<file path="src/rtl/data_mem_dumper_if.sv">
`default_nettype none
// ============================================================================
// Module   : data_mem_dumper_if
// Brief    : Memory read port and tagged output stream of the data-memory dumper.
// Revision : 1.0
// ============================================================================
interface data_mem_dumper_if #(
    parameter int ADDR_W = 11,
    parameter int DATA_W = 32
);
    logic              mem_re;
    logic [ADDR_W-1:0] mem_addr;
    logic [DATA_W-1:0] mem_rdata;
    logic              out_valid;
    logic              out_ready;
    logic [DATA_W-1:0] out_data;
    logic [ADDR_W-1:0] out_addr;

    modport master (
        output mem_re, mem_addr,
        input  mem_rdata,
        output out_valid, out_data, out_addr,
        input  out_ready
    );

    modport slave (
        input  mem_re, mem_addr,
        output mem_rdata,
        input  out_valid, out_data, out_addr,
        output out_ready
    );
endinterface
`default_nettype wire

</file>
<file path="src/rtl/data_mem_dumper.sv">
`default_nettype none
// ============================================================================
// Module   : data_mem_dumper
// Brief    : Scans a word range of data memory and streams each word, tagged
//            with its address, over a valid/ready port. Define
//            DUMP_CHECKSUM_EN to enable the running checksum of sent words.
// Revision : 1.0
// ============================================================================
module data_mem_dumper #(
    parameter int ADDR_W    = 11,
    parameter int DATA_W    = 32,
    parameter int BUF_DEPTH = 2
) (
    input  logic              clk,
    input  logic              rst,
    input  logic              start,
    input  logic [ADDR_W-1:0] base_addr,
    input  logic [ADDR_W:0]   length,
    output logic              busy,
    output logic              done,
    output logic [DATA_W-1:0] checksum,
    data_mem_dumper_if.master bus
);
    localparam int c_PTR_W = (BUF_DEPTH > 1) ? $clog2(BUF_DEPTH) : 1;
    localparam int c_CNT_W = c_PTR_W + 1;
    localparam logic [c_CNT_W:0] c_DEPTH = (c_CNT_W + 1)'(BUF_DEPTH);

    typedef enum logic [1:0] {
        S_IDLE  = 2'd0,
        S_READ  = 2'd1,
        S_DRAIN = 2'd2,
        S_FIN   = 2'd3
    } state_t;

    state_t              r_state;
    logic [ADDR_W-1:0]   r_addr;
    logic [ADDR_W:0]     r_remaining;
    logic                r_busy;
    logic                r_done;
    logic                r_pend;
    logic [ADDR_W-1:0]   r_pend_addr;
    logic [c_PTR_W-1:0]  r_wr_ptr;
    logic [c_PTR_W-1:0]  r_rd_ptr;
    logic [c_CNT_W-1:0]  r_count;
    logic [DATA_W-1:0]   r_buf_data [BUF_DEPTH];
    logic [ADDR_W-1:0]   r_buf_addr [BUF_DEPTH];

    logic                w_valid;
    logic                w_pop;
    logic                w_issue;
    logic                w_drained;
    logic [c_CNT_W:0]    w_used;
    logic [c_CNT_W:0]    w_limit;

    assign w_valid = (r_count != '0);
    assign w_pop   = w_valid && bus.out_ready;

    // A slot being popped this cycle counts as free, which keeps one word per
    // cycle flowing with only two buffer entries.
    assign w_used    = {1'b0, r_count} + (c_CNT_W + 1)'(r_pend);
    assign w_limit   = c_DEPTH + (c_CNT_W + 1)'(w_pop);
    assign w_issue   = (r_state == S_READ) && (w_used < w_limit);
    assign w_drained = (r_count == c_CNT_W'(w_pop)) && !r_pend;

    assign bus.mem_re    = w_issue;
    assign bus.mem_addr  = r_addr;
    assign bus.out_valid = w_valid;
    assign bus.out_data  = w_valid ? r_buf_data[r_rd_ptr] : '0;
    assign bus.out_addr  = w_valid ? r_buf_addr[r_rd_ptr] : '0;
    assign busy          = r_busy;
    assign done          = r_done;

    always_ff @(posedge clk) begin
        if (rst) begin
            r_state     <= S_IDLE;
            r_addr      <= '0;
            r_remaining <= '0;
            r_busy      <= 1'b0;
            r_done      <= 1'b0;
        end else begin
            r_done <= 1'b0;
            case (r_state)
                S_IDLE: begin
                    if (start) begin
                        r_addr      <= base_addr;
                        r_remaining <= length;
                        r_busy      <= 1'b1;
                        // An empty range passes straight through the drain
                        // check, so done lands two cycles after start.
                        r_state     <= (length == '0) ? S_DRAIN : S_READ;
                    end
                end
                S_READ: begin
                    if (w_issue) begin
                        r_addr      <= r_addr + ADDR_W'(1);
                        r_remaining <= r_remaining - (ADDR_W + 1)'(1);
                        if (r_remaining == (ADDR_W + 1)'(1)) begin
                            r_state <= S_DRAIN;
                        end
                    end
                end
                S_DRAIN: begin
                    if (w_drained) begin
                        r_state <= S_FIN;
                        r_busy  <= 1'b0;
                        r_done  <= 1'b1;
                    end
                end
                S_FIN: begin
                    r_state <= S_IDLE;
                end
                default: begin
                    r_state <= S_IDLE;
                end
            endcase
        end
    end

    // Read data returns one cycle after the strobe and is pushed with its address.
    always_ff @(posedge clk) begin
        if (rst) begin
            r_pend      <= 1'b0;
            r_pend_addr <= '0;
            r_wr_ptr    <= '0;
            r_rd_ptr    <= '0;
            r_count     <= '0;
        end else begin
            r_pend      <= w_issue;
            r_pend_addr <= r_addr;
            if (r_pend) begin
                r_wr_ptr <= r_wr_ptr + c_PTR_W'(1);
            end
            if (w_pop) begin
                r_rd_ptr <= r_rd_ptr + c_PTR_W'(1);
            end
            r_count <= r_count + c_CNT_W'(r_pend) - c_CNT_W'(w_pop);
        end
    end

    always_ff @(posedge clk) begin
        if (r_pend) begin
            r_buf_data[r_wr_ptr] <= bus.mem_rdata;
            r_buf_addr[r_wr_ptr] <= r_pend_addr;
        end
    end

`ifdef DUMP_CHECKSUM_EN
    logic [DATA_W-1:0] r_checksum;

    always_ff @(posedge clk) begin
        if (rst) begin
            r_checksum <= '0;
        end else if ((r_state == S_IDLE) && start) begin
            r_checksum <= '0;
        end else if (w_pop) begin
            r_checksum <= r_checksum + bus.out_data;
        end
    end

    assign checksum = r_checksum;
`else
    assign checksum = '0;
`endif

endmodule
`default_nettype wire

</file>
<file path="src/flat_wrapper.sv">
// flat-port wrapper written by rule: the top's interface ports become plain ports
module data_mem_dumper_flat 
#(
    parameter int ADDR_W    = 11,
    parameter int DATA_W    = 32,
    parameter int BUF_DEPTH = 2
)
  (clk, rst, start, base_addr, length, busy, done, checksum, bus_mem_re, bus_mem_addr, bus_mem_rdata, bus_out_valid, bus_out_data, bus_out_addr, bus_out_ready);
  data_mem_dumper_if #(.ADDR_W(ADDR_W), .DATA_W(DATA_W)) bus_i ();
  input  logic clk;
  input  logic rst;
  input  logic start;
  input  logic [ADDR_W-1:0] base_addr;
  input  logic [ADDR_W:0] length;
  output logic busy;
  output logic done;
  output logic [DATA_W-1:0] checksum;
  output wire logic [$bits(bus_i.mem_re)-1:0] bus_mem_re;
  output wire logic [$bits(bus_i.mem_addr)-1:0] bus_mem_addr;
  input wire logic [$bits(bus_i.mem_rdata)-1:0] bus_mem_rdata;
  output wire logic [$bits(bus_i.out_valid)-1:0] bus_out_valid;
  output wire logic [$bits(bus_i.out_data)-1:0] bus_out_data;
  output wire logic [$bits(bus_i.out_addr)-1:0] bus_out_addr;
  input wire logic [$bits(bus_i.out_ready)-1:0] bus_out_ready;
  assign bus_mem_re = bus_i.mem_re;
  assign bus_mem_addr = bus_i.mem_addr;
  assign bus_i.mem_rdata = bus_mem_rdata;
  assign bus_out_valid = bus_i.out_valid;
  assign bus_out_data = bus_i.out_data;
  assign bus_out_addr = bus_i.out_addr;
  assign bus_i.out_ready = bus_out_ready;
  data_mem_dumper #(.ADDR_W(ADDR_W), .DATA_W(DATA_W), .BUF_DEPTH(BUF_DEPTH)) u_core (.clk(clk), .rst(rst), .start(start), .base_addr(base_addr), .length(length), .busy(busy), .done(done), .checksum(checksum), .bus(bus_i));
endmodule
</file>
<file path="config.mk">
export PLATFORM = sky130hd
export DESIGN_NAME = data_mem_dumper_flat
export DESIGN_NICKNAME = d
export VERILOG_FILES = /design/src/rtl/data_mem_dumper_if.sv /design/src/rtl/data_mem_dumper.sv /design/src/flat_wrapper.sv
export SDC_FILE = /design/constraint.sdc
export NUM_CORES = 1
export LEC_CHECK = 0
export BUFFER_PORTS_ARGS = -buffer_cell sky130_fd_sc_hd__buf_2
export CORE_MARGIN = 1
export CORE_UTILIZATION = 50
export CTS_BUF_LIST = sky130_fd_sc_hd__clkbuf_8 sky130_fd_sc_hd__clkbuf_16
export DETAILED_ROUTE_END_ITERATION = 16
export MAX_ROUTING_LAYER = met4
export PLACE_DENSITY = 0.74
export SYNTH_ARGS = -nofsm -noshare
export SYNTH_HDL_FRONTEND = slang
export SYNTH_SLANG_ARGS = --single-unit
</file>
<file path="constraint.sdc">
create_clock -name clk -period 3.6 [get_ports clk]
set_clock_uncertainty 0.05 [all_clocks]
set_input_delay 0.72 -clock clk [delete_from_list [all_inputs] [get_ports clk]]
set_output_delay 0.72 -clock clk [all_outputs]
set_load 0.01 [all_outputs]
</file>
==> impl_metrics.prom, run 1 <==
# TYPE chip_impl_metric gauge
chip_impl_info{name="status",value="complete, no violations"} 1
chip_impl_metric{name="initial_core_util",unit="%"} 52.2
chip_impl_info{name="end_kind",value="output port"} 1
chip_impl_info{name="startpoint_type",value="register"} 1
chip_impl_metric{name="synth_area_in_compound_gates",unit="%"} 10.4
chip_impl_metric{name="seq_area",unit="µm²"} 3460
chip_impl_metric{name="avgSynthCellArea",unit="µm²"} 11.7
chip_impl_info{name="hp-class",value="register to register"} 1
chip_impl_metric{name="clkSlewWorstSetupHoldPaths",unit="ns"} 0.06
chip_impl_metric{name="finalHoldViolCount",unit=""} 0
chip_impl_metric{name="grt_first_pass_wirelength",unit="µm"} 20200
chip_impl_metric{name="worst_ir_drop_vdd",unit="mV"} 0.400
chip_impl_metric{name="first_global_vias",unit=""} 4209
chip_impl_metric{name="placed_cells_incl_taps",unit=""} 734
chip_impl_metric{name="grt_util_all_layers",unit="%"} 23.3
chip_impl_metric{name="via_count",unit=""} 4219
chip_impl_metric{name="clock_path_buffers",unit=""} 2
chip_impl_metric{name="synth_enable_flop_cells",unit=""} 86
chip_impl_metric{name="total_leakage_power",unit="µW"} 0.00282
chip_impl_metric{name="setup-tns-final",unit="ns"} 0
chip_impl_metric{name="synth_cell_types",unit=""} 56
chip_impl_metric{name="routed-wl-met3",unit="µm"} 1050
chip_impl_metric{name="multiplexer_share_of_the_synthesized_area",unit="%"} 7.78
chip_impl_metric{name="hpwlAfterDp",unit="µm"} 8850
chip_impl_metric{name="async_flop_share",unit="%"} 0
chip_impl_info{name="synth_top_cell_by_area",value="sky130_fd_sc_hd__edfxtp_1"} 1
chip_impl_metric{name="share_of_the_yosys_chip_area_belonging_to_registers",unit="%"} 59.8
chip_impl_info{name="leading_register_cell_type_out_of_synthesis",value="sky130_fd_sc_hd__edfxtp_1"} 1
chip_impl_metric{name="drt-wirelength-per-cell",unit="µm"} 16.8
chip_impl_metric{name="buffer_ports.inserted",unit=""} 116
chip_impl_metric{name="max_cap_violations",unit=""} 0
chip_impl_metric{name="share_of_the_synthesized_area_in_the_top_cell_type",unit="%"} 44.6
chip_impl_metric{name="drt-initial-drc-count",unit=""} 408
chip_impl_metric{name="arrival",unit="ns"} 2.10
chip_impl_metric{name="final_setup_violation_count",unit=""} 0
chip_impl_metric{name="design.core.area",unit="µm²"} 11100
chip_impl_metric{name="die_area",unit="µm²"} 12000
chip_impl_metric{name="synth-adder-area-share",unit="%"} 2.38
chip_impl_metric{name="post_cts_hold_buffer_count",unit=""} 0
chip_impl_metric{name="synthesized_area",unit="µm²"} 5790
chip_impl_metric{name="synth.yosys.warnings",unit=""} 0
chip_impl_info{name="synth.most_common_cell",value="sky130_fd_sc_hd__edfxtp_1"} 1
chip_impl_metric{name="total_count_of_max_transition_violations_in_the_final_report",unit=""} 0
chip_impl_metric{name="min_period",unit="ns"} 2.87
chip_impl_metric{name="cts.sinks",unit=""} 130
chip_impl_metric{name="worst-slew-pin-transition",unit="ns"} 1.01
chip_impl_metric{name="insertedDiodeCount",unit=""} 0
chip_impl_info{name="main_combinational_cell_family_by_area_after_synthesis",value="simple AND/OR/NAND/NOR gates"} 1
chip_impl_metric{name="timing.fmax",unit="GHz"} 0.348
chip_impl_metric{name="htree_num_levels",unit=""} 4
chip_impl_metric{name="netlist_instances",unit=""} 496
chip_impl_metric{name="maximum_number_of_pins_on_one_net_before_global_route_repair",unit=""} 45
chip_impl_metric{name="multi_input_area",unit="µm²"} 2050
chip_impl_metric{name="vias_per_cell",unit=""} 5.51
chip_impl_metric{name="final.period_utilization",unit="%"} 79.8
chip_impl_metric{name="drt_pre_antenna_iters",unit=""} 5
chip_impl_metric{name="maxSlewHeadroom",unit="%"} 32.5
chip_impl_metric{name="routed_wl",unit="µm"} 12900
chip_impl_metric{name="grt_overflow_total",unit=""} 0
chip_impl_metric{name="m1WireLength",unit="µm"} 5260
chip_impl_metric{name="cts-buffers-inserted",unit=""} 17
chip_impl_metric{name="synth_xor_area_share",unit="%"} 0.605
chip_impl_info{name="cell_chosen_for_the_clock_root",value="sky130_fd_sc_hd__clkbuf_16"} 1
chip_impl_metric{name="power_density",unit="nW/µm²"} 814
chip_impl_info{name="synth.top_cells.by_area",value="sky130_fd_sc_hd__edfxtp_1, sky130_fd_sc_hd__dfxtp_1, sky130_fd_sc_hd__mux2i_1"} 1
chip_impl_metric{name="quantity_of_gates_resized_following_cts",unit=""} 0
chip_impl_metric{name="met2_length",unit="µm"} 6360
chip_impl_info{name="top_layer",value="met4"} 1
chip_impl_info{name="tritoncts_clock_tree",value="yes"} 1
chip_impl_info{name="post_synth_most_frequent_cells",value="sky130_fd_sc_hd__edfxtp_1, sky130_fd_sc_hd__nor2_1, sky130_fd_sc_hd__mux2i_1"} 1
chip_impl_metric{name="num-fill-cells",unit=""} 880
chip_impl_metric{name="placementRows",unit=""} 38
chip_impl_metric{name="height_of_the_die",unit="µm"} 110
chip_impl_metric{name="final_layout_size_suffix_gt1_share",unit="%"} 26.7
chip_impl_metric{name="antenna_violations_before_repair",unit=""} 0
chip_impl_metric{name="route.detailed.drc",unit=""} 0
chip_impl_metric{name="post_route_insts_no_fill",unit=""} 766
chip_impl_metric{name="design.final.nets",unit=""} 683
chip_impl_metric{name="ant_nets",unit=""} 0
chip_impl_metric{name="synth-seq-cells",unit=""} 130
chip_impl_info{name="timing.setup.critical_path_class",value="register to output port"} 1
chip_impl_info{name="rsz0062_at_grt",value="false"} 1
chip_impl_metric{name="postLayoutCoreUtil",unit="%"} 63.0
chip_impl_metric{name="place.gp.congestion",unit=""} 0.902
chip_impl_metric{name="area_growth",unit="%"} 20.7
chip_impl_metric{name="post_cts.repair.setup_buffers",unit=""} 0
chip_impl_metric{name="worstSkewPairLatency",unit="ns"} 0.41
chip_impl_metric{name="data_required_critical_path",unit="ns"} 2.83
chip_impl_metric{name="worst-path-max-fanout",unit=""} 5
chip_impl_metric{name="die_width",unit="µm"} 110
chip_impl_metric{name="pin_count",unit=""} 149
chip_impl_metric{name="synth-simple-area-share",unit="%"} 12.0
[sequential cells by signal, indices dropped and copies added (netlist names), named ones only]
signal / count
u_core.r_wr_ptr: 1
u_core.done: 1
u_core.r_state: 2
u_core.r_buf_data: 64
u_core.bus.mem_addr: 11
u_core.r_rd_ptr: 1
u_core.r_pend_addr: 11
u_core.busy: 1
u_core.r_pend: 1
u_core.r_buf_addr: 22
u_core.r_remaining: 12
u_core.r_count: 2
[worst max-delay path, cell delays in order (launching register included)]
cell                      delay (ns)
sky130_fd_sc_hd__dfxtp_1        0.46
sky130_fd_sc_hd__ha_1           0.21
sky130_fd_sc_hd__ha_1           0.27
sky130_fd_sc_hd__o21a_1         0.15
sky130_fd_sc_hd__nor2_1         0.28
sky130_fd_sc_hd__nand2_1        0.13
sky130_fd_sc_hd__inv_1          0.07
sky130_fd_sc_hd__buf_2          0.12
[logic make-up (layout without fill, tap and decap cells)]
group / Yosys count / count (layout)
AOI/OAI and AO/OA: 82 / 82
xor gates and xnor gates: 4 / 4
adders and majority gates: 11 / 11
buffers and inverters: 74 / 173
DFF: 130 / 130
muxes: 45 / 45
other: 1 / 32
and+or+nand+nor: 149 / 149
[final cells by class]
type / instances / area share [%]
inverter: 18 / 0.967
timing repair buffer: 123 / 9.06
clock inverter: 13 / 1.95
sequential: 130 / 49.6
multi-input combinational: 323 / 29.4
clock buffer: 19 / 6.49
tap: 140 / 2.51
[placed cells by master (no fill, tap or decap), types with 3 or more instances in the layout]
| master | n |
|---|---|
| sky130_fd_sc_hd__clkinvlp_4 | 3 |
| sky130_fd_sc_hd__dfxtp_1 | 43 |
| sky130_fd_sc_hd__o31ai_1 | 5 |
| sky130_fd_sc_hd__a31oi_1 | 5 |
| sky130_fd_sc_hd__or4_1 | 3 |
| sky130_fd_sc_hd__o311ai_1 | 4 |
| sky130_fd_sc_hd__inv_1 | 18 |
| sky130_fd_sc_hd__nor2_1 | 65 |
| sky130_fd_sc_hd__edfxtp_1 | 86 |
| sky130_fd_sc_hd__clkbuf_16 | 17 |
| sky130_fd_sc_hd__nand3_1 | 8 |
| sky130_fd_sc_hd__o32ai_1 | 9 |
| sky130_fd_sc_hd__nand2_1 | 27 |
| sky130_fd_sc_hd__a21oi_1 | 19 |
| sky130_fd_sc_hd__nand4_1 | 3 |
| sky130_fd_sc_hd__nor2b_1 | 11 |
| sky130_fd_sc_hd__buf_2 | 116 |
| sky130_fd_sc_hd__mux2i_1 | 45 |
| sky130_fd_sc_hd__a211oi_1 | 8 |
| sky130_fd_sc_hd__conb_1 | 32 |
| sky130_fd_sc_hd__clkinv_2 | 3 |
| sky130_fd_sc_hd__o21ai_0 | 9 |
| sky130_fd_sc_hd__buf_4 | 7 |
| sky130_fd_sc_hd__ha_1 | 11 |
| sky130_fd_sc_hd__nor3_1 | 11 |
| sky130_fd_sc_hd__and3_1 | 5 |
| sky130_fd_sc_hd__nor4_1 | 3 |
| sky130_fd_sc_hd__clkinv_4 | 3 |
[routing by layer]
metal	global-route usage [%]	vias up
met5	-	-
met1	26.5	2006
met4	9.43	0
met2	38.2	200
li1	-	1991
met3	7.29	22
[through the flow]
stage	setup WS (ns)	total power (µW)	hold WS, ns	area, µm²
floorplan	0.850	3390	0.354	5900
global placement	1.14	3960	0.357	6390
detailed placement	1.12	4020	0.365	6390
CTS	0.746	5710	0.376	6980
global route	0.605	6030	0.390	6980
finish	0.725	5680	0.371	6980
[final timing paths]
check        cells after the start                  start  slack, ns                 endpoint
max reg2reg                      6      u_core.r_count[0]       1.21    u_core.r_remaining[7]
max                              7      u_core.r_count[0]       0.73               bus_mem_re
min                              0  u_core.r_pend_addr[5]       0.37  u_core.r_buf_addr[0][5]
min reg2reg                      0  u_core.r_pend_addr[5]       0.37  u_core.r_buf_addr[0][5]
[report_power, final]
group / internal, µW / switching (µW)
registers: 1860 / 218
clock network: 1050 / 628
logic: 743 / 1180
(Power assumes the default switching activity.)
==> run 2, diff against run 1 <==
==> constraint.sdc (replaced) <==
create_clock -name clk -period 2.9 [get_ports clk]
set_clock_uncertainty 0.05 [all_clocks]
set_input_delay 0.58 -clock clk [delete_from_list [all_inputs] [get_ports clk]]
set_output_delay 0.58 -clock clk [all_outputs]
set_load 0.01 [all_outputs]
==> run 2 against run 1 <==
  * Non-clock buffer count rose by 3
  * Power is 23% higher
  * Wire length fell by 2.2%
  * Clock power is 20% higher
  * Global-route usage down 1.1 points
  * Register-to-register slack worse by 0.62 ns
==> impl_metrics.prom, run 2 (same netlist as run 1, synthesis figures left out) <==
# TYPE chip_impl_metric gauge
chip_impl_metric{name="num-fill-cells",unit=""} 865
chip_impl_metric{name="route.detailed.drc",unit=""} 0
chip_impl_info{name="layout.cells.most_common",value="sky130_fd_sc_hd__buf_2"} 1
chip_impl_metric{name="hpwlAfterDp",unit="µm"} 8540
chip_impl_metric{name="postLayoutCoreUtil",unit="%"} 63.2
chip_impl_metric{name="arrival",unit="ns"} 2.06
chip_impl_metric{name="post_cts.repair.setup_buffers",unit=""} 0
chip_impl_metric{name="stdcell_area",unit="µm²"} 7000
chip_impl_metric{name="design.core.area",unit="µm²"} 11100
chip_impl_metric{name="area_growth",unit="%"} 20.9
chip_impl_metric{name="clkSlewWorstSetupHoldPaths",unit="ns"} 0.05
chip_impl_metric{name="dpl-instance-area",unit="µm²"} 6430
chip_impl_metric{name="worst_reg_to_reg_cells",unit=""} 5
chip_impl_metric{name="finalHoldViolCount",unit=""} 0
chip_impl_metric{name="final_setup_violation_count",unit=""} 0
chip_impl_info{name="commonest_non_fill_non_tap_cells_in_the_layout",value="sky130_fd_sc_hd__buf_2, sky130_fd_sc_hd__edfxtp_1, sky130_fd_sc_hd__nor2_1, sky130_fd_sc_hd__mux2i_1, sky130_fd_sc_hd__dfxtp_1"} 1
chip_impl_metric{name="final.period_utilization",unit="%"} 92.8
chip_impl_metric{name="power_density",unit="nW/µm²"} 1000
chip_impl_metric{name="grt_util_all_layers",unit="%"} 22.2
chip_impl_info{name="largest_register",value="u_core.r_buf_data"} 1
chip_impl_metric{name="quantity_of_gates_resized_following_cts",unit=""} 0
chip_impl_metric{name="worst_ir_drop_vdd",unit="mV"} 0.515
chip_impl_metric{name="via_count",unit=""} 4180
chip_impl_metric{name="total_leakage_power",unit="µW"} 0.00282
chip_impl_metric{name="total_count_of_max_transition_violations_in_the_final_report",unit=""} 0
chip_impl_metric{name="grt_overflow_total",unit=""} 0
chip_impl_metric{name="die_area",unit="µm²"} 12000
chip_impl_metric{name="largest_reg_flops",unit=""} 64
chip_impl_metric{name="design_power_total",unit="µW"} 7000
chip_impl_metric{name="final_layout_size_suffix_gt1_share",unit="%"} 26.7
chip_impl_metric{name="maxSlewHeadroom",unit="%"} 53.2
chip_impl_metric{name="pin_count",unit=""} 149
chip_impl_metric{name="initial_core_util",unit="%"} 52.2
chip_impl_metric{name="setup.reg_to_reg.worst_slack",unit="ns"} 0.59
chip_impl_info{name="r2r_start",value="u_core.r_state[0]"} 1
chip_impl_info{name="cell_chosen_for_the_clock_root",value="sky130_fd_sc_hd__clkbuf_16"} 1
chip_impl_metric{name="routed_wl",unit="µm"} 12600
chip_impl_metric{name="post_cts_hold_buffer_count",unit=""} 0
chip_impl_info{name="startpoint_type",value="register"} 1
chip_impl_metric{name="vias_per_cell",unit=""} 5.44
chip_impl_metric{name="place.gp.congestion",unit=""} 0.902
chip_impl_info{name="end_kind",value="output port"} 1
chip_impl_metric{name="drt-initial-drc-count",unit=""} 341
chip_impl_info{name="timing.setup.critical_path_class",value="register to output port"} 1
chip_impl_metric{name="setup-tns-final",unit="ns"} 0
chip_impl_metric{name="insertedDiodeCount",unit=""} 0
chip_impl_metric{name="depth_of_the_worst_hold_timing_path",unit=""} 1
chip_impl_metric{name="design.final.nets",unit=""} 686
chip_impl_metric{name="min_period",unit="ns"} 2.69
chip_impl_metric{name="cts.sinks",unit=""} 130
chip_impl_info{name="crit-reg2reg-capture",value="u_core.r_remaining[9]"} 1
chip_impl_info{name="reg_top3",value="u_core.r_buf_data (64), u_core.r_buf_addr (22), u_core.r_remaining (12)"} 1
chip_impl_info{name="status",value="complete, no violations"} 1
chip_impl_metric{name="worst-slew-pin-transition",unit="ns"} 0.701
chip_impl_metric{name="htree_num_levels",unit=""} 4
chip_impl_metric{name="drt-wirelength-per-cell",unit="µm"} 16.4
chip_impl_metric{name="antenna_violations_before_repair",unit=""} 0
chip_impl_info{name="holdCritStartpoint",value="bus_mem_rdata[23]"} 1
chip_impl_metric{name="clock_path_buffers",unit=""} 2
chip_impl_metric{name="placementRows",unit=""} 38
chip_impl_metric{name="first_global_vias",unit=""} 3942
chip_impl_metric{name="cts-buffers-inserted",unit=""} 17
chip_impl_metric{name="ant_nets",unit=""} 0
chip_impl_metric{name="placed_cells_incl_taps",unit=""} 737
chip_impl_metric{name="die_width",unit="µm"} 110
chip_impl_metric{name="maximum_number_of_pins_on_one_net_before_global_route_repair",unit=""} 45
chip_impl_metric{name="post_route_insts_no_fill",unit=""} 769
chip_impl_metric{name="worstSkewPairLatency",unit="ns"} 0.40
chip_impl_info{name="timing.hold.worst_endpoint",value="u_core.r_buf_data[1][23]"} 1
chip_impl_metric{name="drt_pre_antenna_iters",unit=""} 5
chip_impl_info{name="rsz0062_at_grt",value="false"} 1
chip_impl_metric{name="buffer_ports.inserted",unit=""} 116
chip_impl_metric{name="grt_first_pass_wirelength",unit="µm"} 19400
chip_impl_info{name="tritoncts_clock_tree",value="yes"} 1
chip_impl_metric{name="timing.fmax",unit="GHz"} 0.372
chip_impl_metric{name="worst-path-max-fanout",unit=""} 5
chip_impl_metric{name="max_cap_violations",unit=""} 0
chip_impl_metric{name="data_required_critical_path",unit="ns"} 2.27
chip_impl_info{name="hp-class",value="input pin to register"} 1
chip_impl_metric{name="height_of_the_die",unit="µm"} 110
==> run 2: cell count changes in the layout (fill, tap and decap cells not counted) <==
cell and change:
sky130_fd_sc_hd__buf_12 +1, sky130_fd_sc_hd__clkbuf_8 -2, sky130_fd_sc_hd__buf_4 +2, sky130_fd_sc_hd__clkinv_1 +2
==> run 2: layer usage <==
metal | vias up | global-route usage, % | wire [µm]
li1 | 1994 | - | -
met1 | 1967 | 27.0 | 5370
met2 | 197 | 35.0 | 6050
met3 | 22 | 6.34 | 970
met4 | 0 | 8.76 | 184
met5 | - | - | 0
==> run 2: worst max-delay path by stage <==
stage                            from                 endpoint  slack [ns]  cells past startpoint
finish              u_core.r_count[0]               bus_mem_re        0.21                      7
global route        u_core.r_count[0]               bus_mem_re        0.04                      7
detailed placement  u_core.r_count[0]  u_core.bus.mem_addr[10]        0.64                      6
global placement    u_core.r_count[0]               bus_mem_re        0.67                      7
CTS                 u_core.r_count[0]               bus_mem_re        0.19                      7
floorplan               u_core.r_pend  u_core.r_buf_addr[0][0]        0.15                      2
==> run 2: final cells by class <==
| class | count | area, µm² | share of cell area [%] |
|---|---|---|---|
| multi-input cells | 323 | 2050 | 29.4 |
| inverters | 18 | 67.6 | 0.965 |
| clock buffers | 17 | 425 | 6.08 |
| repair buffers | 126 | 668 | 9.55 |
| flip-flops and latches | 130 | 3460 | 49.5 |
| clock inverters | 15 | 144 | 2.06 |
| well taps | 140 | 175 | 2.50 |
==> run 2: power breakdown <==
group	internal (µW)	switching [µW]
Sequential	2310	258
Combinational	939	1480
Clock	1250	760
Total	4500	2500
==> run 2: worst max-delay path, cell delays in order, from the launching register on <==
cell,delay (ns)
sky130_fd_sc_hd__dfxtp_1,0.37
sky130_fd_sc_hd__ha_1,0.23
sky130_fd_sc_hd__ha_1,0.32
sky130_fd_sc_hd__o21a_1,0.16
sky130_fd_sc_hd__nor2_1,0.26
sky130_fd_sc_hd__nand2_1,0.12
sky130_fd_sc_hd__inv_1,0.08
sky130_fd_sc_hd__buf_2,0.12
==> run 2: metrics by stage <==
step | hold WS, ns | worst slack [ns]
2_1_floorplan | 0.354 | 0.150
3_3_place_gp | 0.356 | 0.668
3_5_place_dp | 0.362 | 0.645
4_1_cts | 0.297 | 0.186
5_1_grt | 0.294 | 0.0355
6_report | 0.316 | 0.209
